**config.mk**
```make
export PLATFORM = sky130hd
export DESIGN_NAME = branch_compare
export DESIGN_NICKNAME = d
export VERILOG_FILES = /design/src/rtl/brcmp_pkg.sv /design/src/rtl/brcmp_chunk.sv /design/src/rtl/branch_compare.sv
export SDC_FILE = /design/constraint.sdc
export NUM_CORES = 1
export LEC_CHECK = 0
export BUFFER_PORTS_ARGS = -buffer_cell sky130_fd_sc_hd__buf_2
export CORE_MARGIN = 4
export CORE_UTILIZATION = 53
export DETAILED_ROUTE_END_ITERATION = 7
export GPL_ROUTABILITY_DRIVEN = 0
export PLACE_DENSITY = 0.79
export SKIP_CTS_REPAIR_TIMING = 1
export SLEW_MARGIN = 30
export SYNTH_ARGS = -nofsm -noshare
export SYNTH_HDL_FRONTEND = slang
export SYNTH_HIERARCHICAL = 1
export SYNTH_SLANG_ARGS = --single-unit
```
**constraint.sdc**
```tcl
create_clock -name clk -period 3.9 [get_ports clk]
set_input_delay 0.195 -clock clk [delete_from_list [all_inputs] [get_ports clk]]
set_output_delay 0.195 -clock clk [all_outputs]
set_load 0.05 [all_outputs]
```
**src/rtl/brcmp_pkg.sv**
```systemverilog
// brcmp_pkg: shared definitions for the iterative branch comparator.
//   XLEN      - operand width (only 32 is supported)
//   CHUNK     - bits compared per iterative step
//   STEPS     - number of chunk steps per operand
//   MSB_IDX   - step index of the most significant chunk
//   state_t   - FSM encoding (IDLE / CMP / DONE)
package brcmp_pkg;

    localparam int unsigned XLEN  = 32;
    localparam int unsigned CHUNK = 8;
    localparam int unsigned STEPS = XLEN / CHUNK;

    localparam logic [1:0] MSB_IDX = 2'(STEPS - 1);

    typedef enum logic [1:0] {
        IDLE = 2'd0,
        CMP  = 2'd1,
        DONE = 2'd2
    } state_t;

endpackage

```
**src/rtl/brcmp_chunk.sv**
```systemverilog
// brcmp_chunk: combinational compare of one CHUNK-wide slice.
//   a, b      - chunk operands
//   is_signed - 1: treat a/b as two's-complement, 0: unsigned
//   eq/gt/lt  - a == b, a > b, a < b under the chosen signedness
module brcmp_chunk
    import brcmp_pkg::*;
(
    input  logic [CHUNK-1:0] a,
    input  logic [CHUNK-1:0] b,
    input  logic             is_signed,
    output logic             eq,
    output logic             gt,
    output logic             lt
);

    always_comb begin
        eq = (a == b);
        if (is_signed) begin
            gt = ($signed(a) > $signed(b));
            lt = ($signed(a) < $signed(b));
        end else begin
            gt = (a > b);
            lt = (a < b);
        end
    end

endmodule

```
**src/rtl/branch_compare.sv**
```systemverilog
// branch_compare: multi-cycle signed/unsigned operand comparator for branches.
// Operands are latched on start and compared one CHUNK at a time from the MSB
// chunk down, exiting early on the first differing chunk.
//   clk, rst_n          - clock, asynchronous active-low reset
//   start               - compare request, accepted only while ready
//   flush               - abort an in-flight compare (no done, flags kept)
//   rs1, rs2            - operands
//   is_unsigned         - 1: unsigned compare, 0: signed compare
//   ready               - idle, start will be accepted
//   done                - one-cycle pulse: flags hold a fresh result
//   equal/greater/less  - result flags, held until the next result
// Build option: define BRCMP_SINGLE_CYCLE_EN to compare the full width in
// the accepting cycle (CMP is skipped, latency is always one cycle).
module branch_compare #(
    parameter int unsigned XLEN  = 32,
    parameter int unsigned CHUNK = 8
) (
    input  logic            clk,
    input  logic            rst_n,
    input  logic            start,
    input  logic            flush,
    input  logic [XLEN-1:0] rs1,
    input  logic [XLEN-1:0] rs2,
    input  logic            is_unsigned,
    output logic            ready,
    output logic            done,
    output logic            equal,
    output logic            greater,
    output logic            less
);

    import brcmp_pkg::*;

    state_t            r_state;
    logic [1:0]        r_idx;
    logic [XLEN-1:0]   r_rs1;
    logic [XLEN-1:0]   r_rs2;
    logic              r_unsigned;
    logic              r_equal;
    logic              r_greater;
    logic              r_less;

    logic [CHUNK-1:0]  w_a_chunk;
    logic [CHUNK-1:0]  w_b_chunk;
    logic              w_chunk_signed;
    logic              w_eq;
    logic              w_gt;
    logic              w_lt;

    always_comb begin
        w_a_chunk = r_rs1[0 +: CHUNK];
        w_b_chunk = r_rs2[0 +: CHUNK];
        case (r_idx)
            2'd3: begin
                w_a_chunk = r_rs1[3*CHUNK +: CHUNK];
                w_b_chunk = r_rs2[3*CHUNK +: CHUNK];
            end
            2'd2: begin
                w_a_chunk = r_rs1[2*CHUNK +: CHUNK];
                w_b_chunk = r_rs2[2*CHUNK +: CHUNK];
            end
            2'd1: begin
                w_a_chunk = r_rs1[1*CHUNK +: CHUNK];
                w_b_chunk = r_rs2[1*CHUNK +: CHUNK];
            end
            default: ;
        endcase
    end

    // Only the MSB chunk carries the sign; lower chunks are magnitude bits.
    assign w_chunk_signed = (r_idx == MSB_IDX) && !r_unsigned;

    brcmp_chunk u_chunk (
        .a         (w_a_chunk),
        .b         (w_b_chunk),
        .is_signed (w_chunk_signed),
        .eq        (w_eq),
        .gt        (w_gt),
        .lt        (w_lt)
    );

`ifdef BRCMP_SINGLE_CYCLE_EN
    logic w_full_gt;
    logic w_full_lt;

    always_comb begin
        if (is_unsigned) begin
            w_full_gt = (rs1 > rs2);
            w_full_lt = (rs1 < rs2);
        end else begin
            w_full_gt = ($signed(rs1) > $signed(rs2));
            w_full_lt = ($signed(rs1) < $signed(rs2));
        end
    end
`endif

    always_ff @(posedge clk or negedge rst_n) begin
        if (!rst_n) begin
            r_state    <= IDLE;
            r_idx      <= 2'd0;
            r_rs1      <= '0;
            r_rs2      <= '0;
            r_unsigned <= 1'b0;
            r_equal    <= 1'b0;
            r_greater  <= 1'b0;
            r_less     <= 1'b0;
        end else begin
            case (r_state)
                IDLE: begin
                    if (start) begin
                        r_rs1      <= rs1;
                        r_rs2      <= rs2;
                        r_unsigned <= is_unsigned;
`ifdef BRCMP_SINGLE_CYCLE_EN
                        r_equal    <= (rs1 == rs2);
                        r_greater  <= w_full_gt;
                        r_less     <= w_full_lt;
                        r_state    <= DONE;
`else
                        r_idx      <= MSB_IDX;
                        r_state    <= CMP;
`endif
                    end
                end
                CMP: begin
                    // Flush wins over any chunk result; flags stay untouched.
                    if (flush) begin
                        r_state <= IDLE;
                    end else if (!w_eq) begin
                        r_equal   <= 1'b0;
                        r_greater <= w_gt;
                        r_less    <= w_lt;
                        r_state   <= DONE;
                    end else if (r_idx == 2'd0) begin
                        r_equal   <= 1'b1;
                        r_greater <= 1'b0;
                        r_less    <= 1'b0;
                        r_state   <= DONE;
                    end else begin
                        r_idx <= r_idx - 2'd1;
                    end
                end
                DONE: begin
                    r_state <= IDLE;
                end
                default: begin
                    r_state <= IDLE;
                end
            endcase
        end
    end

    assign ready   = (r_state == IDLE);
    assign done    = (r_state == DONE);
    assign equal   = r_equal;
    assign greater = r_greater;
    assign less    = r_less;

endmodule

```
==> flow_summary_export.csv, run 1 <==
group,metric,value,unit
outcome,status,"finished, final reports clean",
clock_network,htree_levels,3,
logic_synthesis,number_of_enable_type_register_cells_in_the_synthesized_netlist,0,
clock_network,cts.root.buffer_cell,"sky130_fd_sc_hd__clkbuf_8",
power,cellPowerDensity,504.9,nW/um^2
floorplan,num_io_pins,74,
critical_path,critical_path_arrival,3.30,ns
floorplan,core-area,6832,sq um
floorplan,fp.dieArea,8444,sq um
placement,dpl-instance-area,4088,sq um
critical_path,r2r_end,"greater",
detailed_routing,dr.pass1.iters,6,
hold_path,worst_hold_path_class,"in2reg",
timing,fin_tns_setup,0,ns
final_layout,syn2layout_area_growth,14.76,%
final_layout,insertedDiodeCount,0,
logic_synthesis,summed_instance_area_of_the_synthesized_netlist,3730,sq um
detailed_routing,final_antenna_net_count,0,
detailed_routing,finalWirelength,7.265,mm
critical_path,worstReg2RegStart,"r_idx[0]",
critical_path,timing.critical_path.required,4.14,ns
power,intPower,1511,uW
placement,buffers_added_on_ports,73,
final_layout,layout.nets,415,
critical_path,timing.reg2reg.setup_slack,0.84,ns
grt,gr-usage-all-layers,18.42,%
logic_synthesis,yosysMostFrequentCell,"sky130_fd_sc_hd__dfrtp_1",
logic_synthesis,synth_top_area_share,48.31,%
grt,grt_max_degree,38,
floorplan,die_w,91.89,um
power,swShare,30.11,%
timing,timing_worst_slew_pin_value,0.7964,ns
timing,fmaxAchievable,0.3266,GHz
grt,number_of_antenna_violations_at_the_first_check_in_global_routing,0,
power,net-switching-power,650.6,uW
detailed_routing,drt_first_iter_violations,169,
timing,postLayoutSetupSlackWorst,0.8386,ns
power,power.ir.vdd_worst,0.0002894,V
critical_path,slowest_delay,0.56,ns
critical_path,timing_worst_setup_path_type,"reg2reg",
logic_synthesis,post-synth-top-area-cell,"sky130_fd_sc_hd__dfrtp_1",
power,sequentialPowerShare,46.8,%
hold_path,hold_end,"r_rs1[20]",
placement,placement.setup.worst_slack,0.9044,ns
clock_network,clock_insertion_delay_worst_skew,0.34,ns
grt,grt_overflow_total,0,
detailed_routing,detail_route.drc_violations,0,
clock_network,cts_tree,"done",
detailed_routing,wl_per_cell,16.70,um
timing,fin_hold_ws,0.07378,ns
logic_synthesis,synth-seq-area-share,48.31,%
hold_path,min_from,"rs1[20]",
detailed_routing,vias_per_cell,5.287,
logic_synthesis,synthTopCellsByCount,"sky130_fd_sc_hd__dfrtp_1 (72), sky130_fd_sc_hd__mux2_4 (50), sky130_fd_sc_hd__inv_1 (30), sky130_fd_sc_hd__a222oi_1 (16), sky130_fd_sc_hd__mux2i_1 (16)",
logic_synthesis,syn_nets,340,
critical_path,endpoint_kind,"flip-flop",
timing,max-slew-margin-rel,46.91,%
timing,hold_viol,0,
logic_synthesis,synthesis.instances,259,
logic_synthesis,synthArstFlopShare,100.0,%
floorplan,std_cell_rows,30,
power,static-leakage-power,0.002140,uW
clock_network,cts_made_buffers,9,
clock_network,cts.clk_slew.worst_paths,0.08,ns
timing,fin_crit,3.061,ns
clock_network,clock_sink_count,72,
placement,placed_cells_incl_taps,418,
critical_path,cp_cell_sequence,"inv_1, ha_1, a222oi_1, mux2i_1, inv_1, ha_1, a21o_1, a2111oi_4, a21oi_2, o21ba_1, a22o_1",
logic_synthesis,synth.lib_cells_used.distinct,33,
final_layout,fillCellCount,535,
timing,period_share,78.50,%
logic_synthesis,yosys_warnings,6,
hold_path,hold-path-cell-count,2,
final_layout,drive_above_1_share,48.38,%
detailed_routing,vias,2300,
logic_synthesis,synthFlopType,"sky130_fd_sc_hd__dfrtp_1",
logic_synthesis,syn-mean-instance-area,14.40,sq um
floorplan,starting_density_of_the_core,54.60,%
floorplan,die_h,91.89,um
grt,grt_first_pass_wirelength,12.27,mm
job,max_cap_violations,0,
logic_synthesis,postSynthRegisterBits,72,
critical_path,worst_r2r_path_depth,11,
power,combPwrFrac,28.1,%
critical_path,start_kind,"flip-flop",
grt,via_count_of_the_first_global_routing_pass,2481,
critical_path,critical_path_peak_fanout,16,
placement,dp_hpwl,5.255,mm
timing,finalMaxSlewViolations,0,
clock_network,clock_path_buffers,2,
timing,grt_setup_unrepaired,"false",
logic_synthesis,netlist_top_cells_area,"sky130_fd_sc_hd__dfrtp_1 (48%), sky130_fd_sc_hd__mux2_4 (20%), sky130_fd_sc_hd__mux2_2 (4.5%)",
final_layout,final_cells,435,
critical_path,crit_slowest_cell,"sky130_fd_sc_hd__ha_1",
timing,worst_clock_skew,0.008652,ns
timing,timing.final.setup_violations,0,
power,proportion_of_power_drawn_by_the_clock_network,25.1,%
final_layout,finished_cell_area,4280,sq um
-- sequential cells by signal, summed over array words and instances, names as in the netlist --
| signal | cells |
|---|---|
| less | 1 |
| greater | 1 |
| r_idx | 2 |
| r_rs2 | 32 |
| equal | 1 |
| r_rs1 | 32 |
| r_unsigned | 1 |
| r_state | 2 |
-- worst max path at each step --
stage	cells after the start	to	startpoint
after floorplan	11	greater	r_idx[0]
after global placement	10	greater	r_idx[0]
after detailed placement	11	greater	r_idx[0]
after CTS	11	greater	r_idx[0]
after global routing	11	r_idx[0]	r_idx[0]
final	11	greater	r_idx[0]
-- final cells by class --
type	count	area (sq um)	area share, %
flip-flops and latches	72	1802	42.09
multi-input cells	143	1658	38.73
repair buffers	78	405.4	9.471
clock buffers	11	151.4	3.537
well taps	96	120.1	2.806
inverters	30	112.6	2.631
clock inverters	5	31.28	0.7308
-- power groups by stage --
| stage | Combinational, uW | Clock, uW | Sequential [uW] |
|---|---|---|---|
| after floorplan | 477 | 0 | 1020 |
| after global placement | 593 | 0 | 1020 |
| after detailed placement | 606 | 0 | 1020 |
| after CTS | 612 | 555 | 1010 |
| after global routing | 669 | 591 | 1030 |
| final | 607 | 541 | 1010 |
-- worst max-delay path, delay by kind of cell, from the launching register on --
family          cells  cell delay [ns]
buf+inv             2             0.19
flops               1             0.42
compound gates      6             1.29
fa+ha+maj           2             0.85
mux                 1             0.19
-- placed cells by master (no fill, tap or decap), types with 2 or more instances in the layout --
master and instances:
sky130_fd_sc_hd__nor2_1 5, sky130_fd_sc_hd__ha_1 12, sky130_fd_sc_hd__mux2_2 15, sky130_fd_sc_hd__a211oi_1 3, sky130_fd_sc_hd__a222oi_1 16, sky130_fd_sc_hd__clkbuf_8 11, sky130_fd_sc_hd__a22o_1 2, sky130_fd_sc_hd__a21oi_1 4
sky130_fd_sc_hd__nor2b_1 2, sky130_fd_sc_hd__dfrtp_1 72, sky130_fd_sc_hd__mux2i_1 16, sky130_fd_sc_hd__buf_4 4, sky130_fd_sc_hd__inv_1 30, sky130_fd_sc_hd__buf_2 73, sky130_fd_sc_hd__mux2_4 50, sky130_fd_sc_hd__nand4_1 2
sky130_fd_sc_hd__clkinv_2 3
-- stage by stage --
| stage | utilization [%] | power, uW |
|---|---|---|
| floorplan | - | 1492 |
| global placement | 59.84 | 1614 |
| CTS | 62.51 | 2178 |
| detailed placement | 59.84 | 1629 |
| global route | 62.66 | 2291 |
| finish | 62.66 | 2161 |
-- logic make-up (layout without fill, tap and decap cells) --
family / Yosys count / after routing / share of synthesized area (%)
compound gates: 32 / 32 / 7.917
xor+xnor: 1 / 1 / 0.2349
flops: 72 / 72 / 48.31
simple gates: 17 / 17 / 3.187
mux: 81 / 81 / 28.95
buf+inv: 44 / 124 / 7.380
fa+ha+maj: 12 / 12 / 4.025
-- layer usage --
metal	GRT usage, %	vias to the layer above	routed length, um
li1	-	1088	-
met1	24.80	1132	3361
met2	29.50	67	3427
met3	4.676	13	350
met4	5.446	0	125
met5	0	-	0
No activity file was read; power rests on OpenSTA's default activity.
==> inputs of run 2 (changes only) <==
==> constraint.sdc (replaced) <==
create_clock -name clk -period 3.2 [get_ports clk]
set_input_delay 0.16 -clock clk [delete_from_list [all_inputs] [get_ports clk]]
set_output_delay 0.16 -clock clk [all_outputs]
set_load 0.05 [all_outputs]
==> flow_summary_export.csv, run 2 (synthesized netlist as in run 1, its figures left out) <==
group,metric,value,unit
final_layout,layout.nets,417,
detailed_routing,dr.pass1.iters,7,
grt,grt_overflow_total,0,
power,cellPowerDensity,641.2,nW/um^2
clock_network,clock_sink_count,72,
critical_path,worst_r2r_path_depth,11,
floorplan,die_w,91.89,um
grt,gr-usage-all-layers,18.69,%
grt,grt_max_degree,44,
hold_path,min_from,"rs1[9]",
power,power.ir.vdd_worst,0.0002906,V
grt,grt_first_pass_wirelength,12.52,mm
hold_path,hold-path-cell-count,2,
hold_path,worst_hold_path_class,"in2reg",
critical_path,endpoint,"r_idx[0]",
final_layout,final_common_cell,"sky130_fd_sc_hd__buf_2",
grt,gr-usage-met1,24.00,%
critical_path,critical_path_peak_fanout,10,
clock_network,clock_insertion_delay_worst_skew,0.34,ns
timing,worst_clock_skew,0.007059,ns
timing,fmaxAchievable,0.3445,GHz
floorplan,std_cell_rows,30,
timing,finalMaxSlewViolations,0,
critical_path,timing.critical_path.required,3.45,ns
grt,via_count_of_the_first_global_routing_pass,2611,
clock_network,cts_made_buffers,9,
final_layout,reg_top3,"r_rs1 (32), r_rs2 (32)",
floorplan,die_h,91.89,um
detailed_routing,finalWirelength,7.453,mm
clock_network,cts.root.buffer_cell,"sky130_fd_sc_hd__clkbuf_8",
floorplan,core-area,6832,sq um
critical_path,worst_setup_path_startpoint,"r_idx[1]",
power,static-leakage-power,0.002174,uW
floorplan,fp.dieArea,8444,sq um
timing,timing_worst_slew_pin_value,0.7284,ns
grt,number_of_antenna_violations_at_the_first_check_in_global_routing,0,
critical_path,r2r_end,"r_idx[0]",
grt,busiest_layer,"met2",
critical_path,worstReg2RegStart,"r_idx[1]",
placement,dp_hpwl,5.273,mm
detailed_routing,wl_per_cell,17.05,um
detailed_routing,drt_first_iter_violations,161,
clock_network,cts_tree,"done",
final_layout,layout_common_cells,"sky130_fd_sc_hd__buf_2 (73), sky130_fd_sc_hd__dfrtp_1 (72), sky130_fd_sc_hd__mux2_4 (50), sky130_fd_sc_hd__inv_1 (30)",
critical_path,start_kind,"flip-flop",
placement,buffers_added_on_ports,73,
power,finalPower,2786,uW
timing,period_share,90.71,%
clock_network,clock_path_buffers,2,
timing,fin_crit,2.903,ns
floorplan,num_io_pins,74,
outcome,status,"finished, final reports clean",
timing,fin_tns_setup,0,ns
grt,met3_layer_usage_reported_by_global_route,3.527,%
critical_path,critical_path_arrival,3.15,ns
detailed_routing,detail_route.drc_violations,0,
timing,hold_viol,0,
critical_path,endpoint_kind,"flip-flop",
job,max_cap_violations,0,
placement,placement.setup.worst_slack,0.2441,ns
final_layout,insertedDiodeCount,0,
grt,globalRouteMet2Util,30.72,%
clock_network,htree_levels,3,
timing,postLayoutSetupSlackWorst,0.2974,ns
final_layout,finished_cell_area,4345,sq um
floorplan,starting_density_of_the_core,54.60,%
final_layout,drive_above_1_share,48.97,%
detailed_routing,vias,2330,
final_layout,fillCellCount,528,
final_layout,syn2layout_area_growth,16.50,%
clock_network,cts.clk_slew.worst_paths,0.08,ns
detailed_routing,vias_per_cell,5.332,
timing,max-slew-margin-rel,51.44,%
timing,timing.final.setup_violations,0,
placement,dpl-instance-area,4103,sq um
timing,grt_setup_unrepaired,"false",
critical_path,timing_worst_setup_path_type,"reg2reg",
detailed_routing,final_antenna_net_count,0,
critical_path,timing.reg2reg.setup_slack,0.30,ns
==> run 2: changes by cell type in the layout (fill, tap and decap cells not counted), sizes merged <==
cell and delta:
clkinv -1, clkinvlp -1, bufinv +2, buf +2
==> run 2: layer usage <==
metal	vias to the layer above	share of wire, %
met5	-	0
met4	0	1.7
met3	9	4.4
met2	65	51
met1	1160	43
li1	1096	-
==> run 2: worst max-delay path, stage by stage, from the launching register on <==
cell and delay [ns]:
sky130_fd_sc_hd__dfrtp_1 0.42, sky130_fd_sc_hd__inv_1 0.10, sky130_fd_sc_hd__ha_1 0.34, sky130_fd_sc_hd__buf_4 0.23, sky130_fd_sc_hd__a222oi_1 0.27, sky130_fd_sc_hd__mux2i_1 0.14, sky130_fd_sc_hd__ha_1 0.36, sky130_fd_sc_hd__nand4_1 0.13
sky130_fd_sc_hd__nor2_1 0.25, sky130_fd_sc_hd__and4bb_2 0.29, sky130_fd_sc_hd__a211oi_1 0.06, sky130_fd_sc_hd__a211oi_1 0.21
==> run 2: power by group <==
group	leakage (uW)	internal [uW]	total, uW	switching (uW)
Combinational	0.00121	417	744	327
Sequential	0.000841	1100	1230	128
Clock	0.000119	480	810	330
Total	0.00217	2000	2790	784
==> run 2: final cells by class <==
class | count | area (sq um) | area share (%)
flip-flops and latches | 72 | 1802 | 41.46
multi-input cells | 143 | 1660 | 38.21
repair buffers | 80 | 420.4 | 9.675
clock buffers | 11 | 151.4 | 3.484
well taps | 96 | 120.1 | 2.764
inverters | 30 | 112.6 | 2.591
clock inverters | 5 | 78.83 | 1.814
==> run 2: metrics by stage <==
step / util, % / std cells / hold WS, ns
CTS: 63.42 / 436 / -0.1391
floorplan: - / 259 / -0.1356
global placement: 60.05 / 420 / 0.2265
global route: 63.61 / 437 / 0.03003
detailed placement: 60.05 / 420 / 0.2331
finish: 63.61 / 437 / 0.04630
==> run 2: worst min-delay path by stage <==
stage	to	slack, ns
global route	r_rs1[17]	0.03
detailed placement	r_rs2[15]	0.23
global placement	r_rs2[15]	0.23
finish	r_rs1[9]	0.05
floorplan	equal	-0.14
CTS	r_rs2[15]	-0.14
==> inputs of run 3 (changes only) <==
--- a/config.mk
+++ b/config.mk
@@ -11,8 +11,9 @@
 export DETAILED_ROUTE_END_ITERATION = 7
 export GPL_ROUTABILITY_DRIVEN = 0
 export PLACE_DENSITY = 0.79
+export RECOVER_POWER = 50
 export SKIP_CTS_REPAIR_TIMING = 1
-export SLEW_MARGIN = 30
+export SLEW_MARGIN = 0
 export SYNTH_ARGS = -nofsm -noshare
 export SYNTH_HDL_FRONTEND = slang
 export SYNTH_HIERARCHICAL = 1
==> flow_summary_export.csv, run 3 (synthesized netlist as in run 1, its figures left out) <==
group,metric,value,unit
timing,fin_hold_ws,0.04814,ns
power,sequentialPowerShare,44.3,%
detailed_routing,dr.pass1.iters,6,
critical_path,top_delay_family_on_crit_path,"adder cells",
power,intPower,1997,uW
clock_network,clock_path_buffers,2,
clock_network,clock_insertion_delay_worst_skew,0.34,ns
power,static-leakage-power,0.002153,uW
final_layout,layout.nets,417,
timing,fin_crit,2.919,ns
grt,number_of_antenna_violations_at_the_first_check_in_global_routing,0,
floorplan,num_io_pins,74,
critical_path,start_kind,"flip-flop",
final_layout,final_cells,437,
clock_network,cts_made_buffers,9,
final_layout,reg_top3,"r_rs1 (32), r_rs2 (32)",
timing,fin_tns_setup,0,ns
detailed_routing,detail_route.drc_violations,0,
timing,worst_clock_skew,0.006852,ns
clock_network,cts.clk_slew.worst_paths,0.08,ns
power,combPwrFrac,26.6,%
power,cellPowerDensity,642.1,nW/um^2
final_layout,final_common_cell,"sky130_fd_sc_hd__dfrtp_1",
grt,gr-usage-all-layers,18.69,%
critical_path,critical_path_arrival,3.17,ns
floorplan,starting_density_of_the_core,54.60,%
critical_path,endpoint_kind,"flip-flop",
critical_path,cp_cell_sequence,"inv_1, ha_1, buf_4, a222oi_1, mux2i_1, ha_1, nand4_1, nor2_1, and4bb_2, a211oi_1, a211oi_1",
hold_path,worst_hold_path_class,"in2reg",
critical_path,critical_path_peak_fanout,10,
critical_path,slowest_delay,0.41,ns
detailed_routing,final_antenna_net_count,0,
timing,max-slew-margin-rel,-10.64,%
outcome,failing_checks,"max-capacitance violations, max-slew violations",
clock_network,cts.root.buffer_cell,"sky130_fd_sc_hd__clkbuf_8",
power,swShare,28.27,%
grt,grt_max_degree,44,
detailed_routing,drt_first_iter_violations,161,
job,max_cap_violations,1,
placement,placement.setup.worst_slack,0.2441,ns
power,power.ir.vdd_worst,0.0002904,V
placement,dp_hpwl,5.273,mm
critical_path,timing_worst_setup_path_type,"reg2reg",
final_layout,insertedDiodeCount,0,
power,net-switching-power,787.1,uW
timing,grt_setup_unrepaired,"false",
floorplan,std_cell_rows,30,
grt,grt_first_pass_wirelength,12.52,mm
final_layout,finish.utilization,63.46,%
critical_path,timing.critical_path.required,3.45,ns
detailed_routing,finalWirelength,7.556,mm
clock_network,htree_levels,3,
floorplan,die_h,91.89,um
outcome,status,"finished, violations left",
timing,finalMaxSlewViolations,31,
power,proportion_of_power_drawn_by_the_clock_network,29.1,%
timing,timing.final.setup_violations,0,
timing,postLayoutSetupSlackWorst,0.2805,ns
detailed_routing,vias,2327,
critical_path,crit_slowest_cell,"sky130_fd_sc_hd__dfrtp_1",
clock_network,clock_sink_count,72,
detailed_routing,vias_per_cell,5.325,
detailed_routing,wl_per_cell,17.29,um
clock_network,cts_tree,"done",
floorplan,die_w,91.89,um
timing,fmaxAchievable,0.3425,GHz
floorplan,fp.dieArea,8444,sq um
grt,via_count_of_the_first_global_routing_pass,2611,
final_layout,drive_above_1_share,47.21,%
timing,timing_worst_slew_pin_value,1.660,ns
grt,grt_overflow_total,0,
timing,period_share,91.23,%
floorplan,core-area,6832,sq um
final_layout,layout_common_cells,"sky130_fd_sc_hd__dfrtp_1 (72), sky130_fd_sc_hd__buf_2 (67), sky130_fd_sc_hd__mux2_4 (50), sky130_fd_sc_hd__inv_1 (30)",
final_layout,syn2layout_area_growth,16.24,%
placement,buffers_added_on_ports,73,
timing,hold_viol,0,
critical_path,worst-path-buf-inv,2,
placement,placed_cells_incl_taps,420,
==> run 3: final cells by class <==
class / instances / area (sq um)
Clock buffer: 11 / 151.4
Clock inverter: 5 / 78.83
Fill cell: 529 / 2496
Inverter: 30 / 112.6
Multi-Input combinational cell: 143 / 1660
Sequential cell: 72 / 1802
Tap cell: 96 / 120.1
Timing Repair Buffer: 80 / 410.4
==> run 3: worst paths after layout <==
path                            from        end  slack, ns  cells past startpoint
min in group asynchronous      rst_n  r_rs2[15]       0.79                      2
hold reg to reg            r_rs1[31]  r_rs1[31]       0.51                      1
setup reg to reg            r_idx[1]   r_idx[0]       0.28                     11
hold / removal               rs2[23]  r_rs2[23]       0.05                      2
max in group asynchronous      rst_n  r_rs1[29]       0.59                      3
setup / recovery            r_idx[1]   r_idx[0]       0.28                     11
==> run 3: routing by layer <==
layer / up-vias / GRT usage (%) / wire, um
li1: 1094 / - / -
met1: 1172 / 24.00 / 3389
met2: 57 / 30.72 / 3760
met3: 4 / 3.527 / 323
met4: 0 / 8.416 / 82
met5: - / 0 / 0
==> run 3: power groups by stage <==
| stage | sequential, uW | combinational (uW) | clock (uW) |
|---|---|---|---|
| global route | 1250 | 807 | 870 |
| finish | 1230 | 740 | 810 |
| global placement | 1240 | 720 | 0 |
| CTS | 1230 | 749 | 827 |
| floorplan | 1240 | 581 | 0 |
| detailed placement | 1240 | 738 | 0 |
==> run 3: stage by stage <==
step	power (uW)	area (sq um)
5_1_grt	2930	4335
6_report	2784	4335
3_3_place_gp	1959	4103
4_1_cts	2808	4333
3_5_place_dp	1982	4103
2_1_floorplan	1819	3730
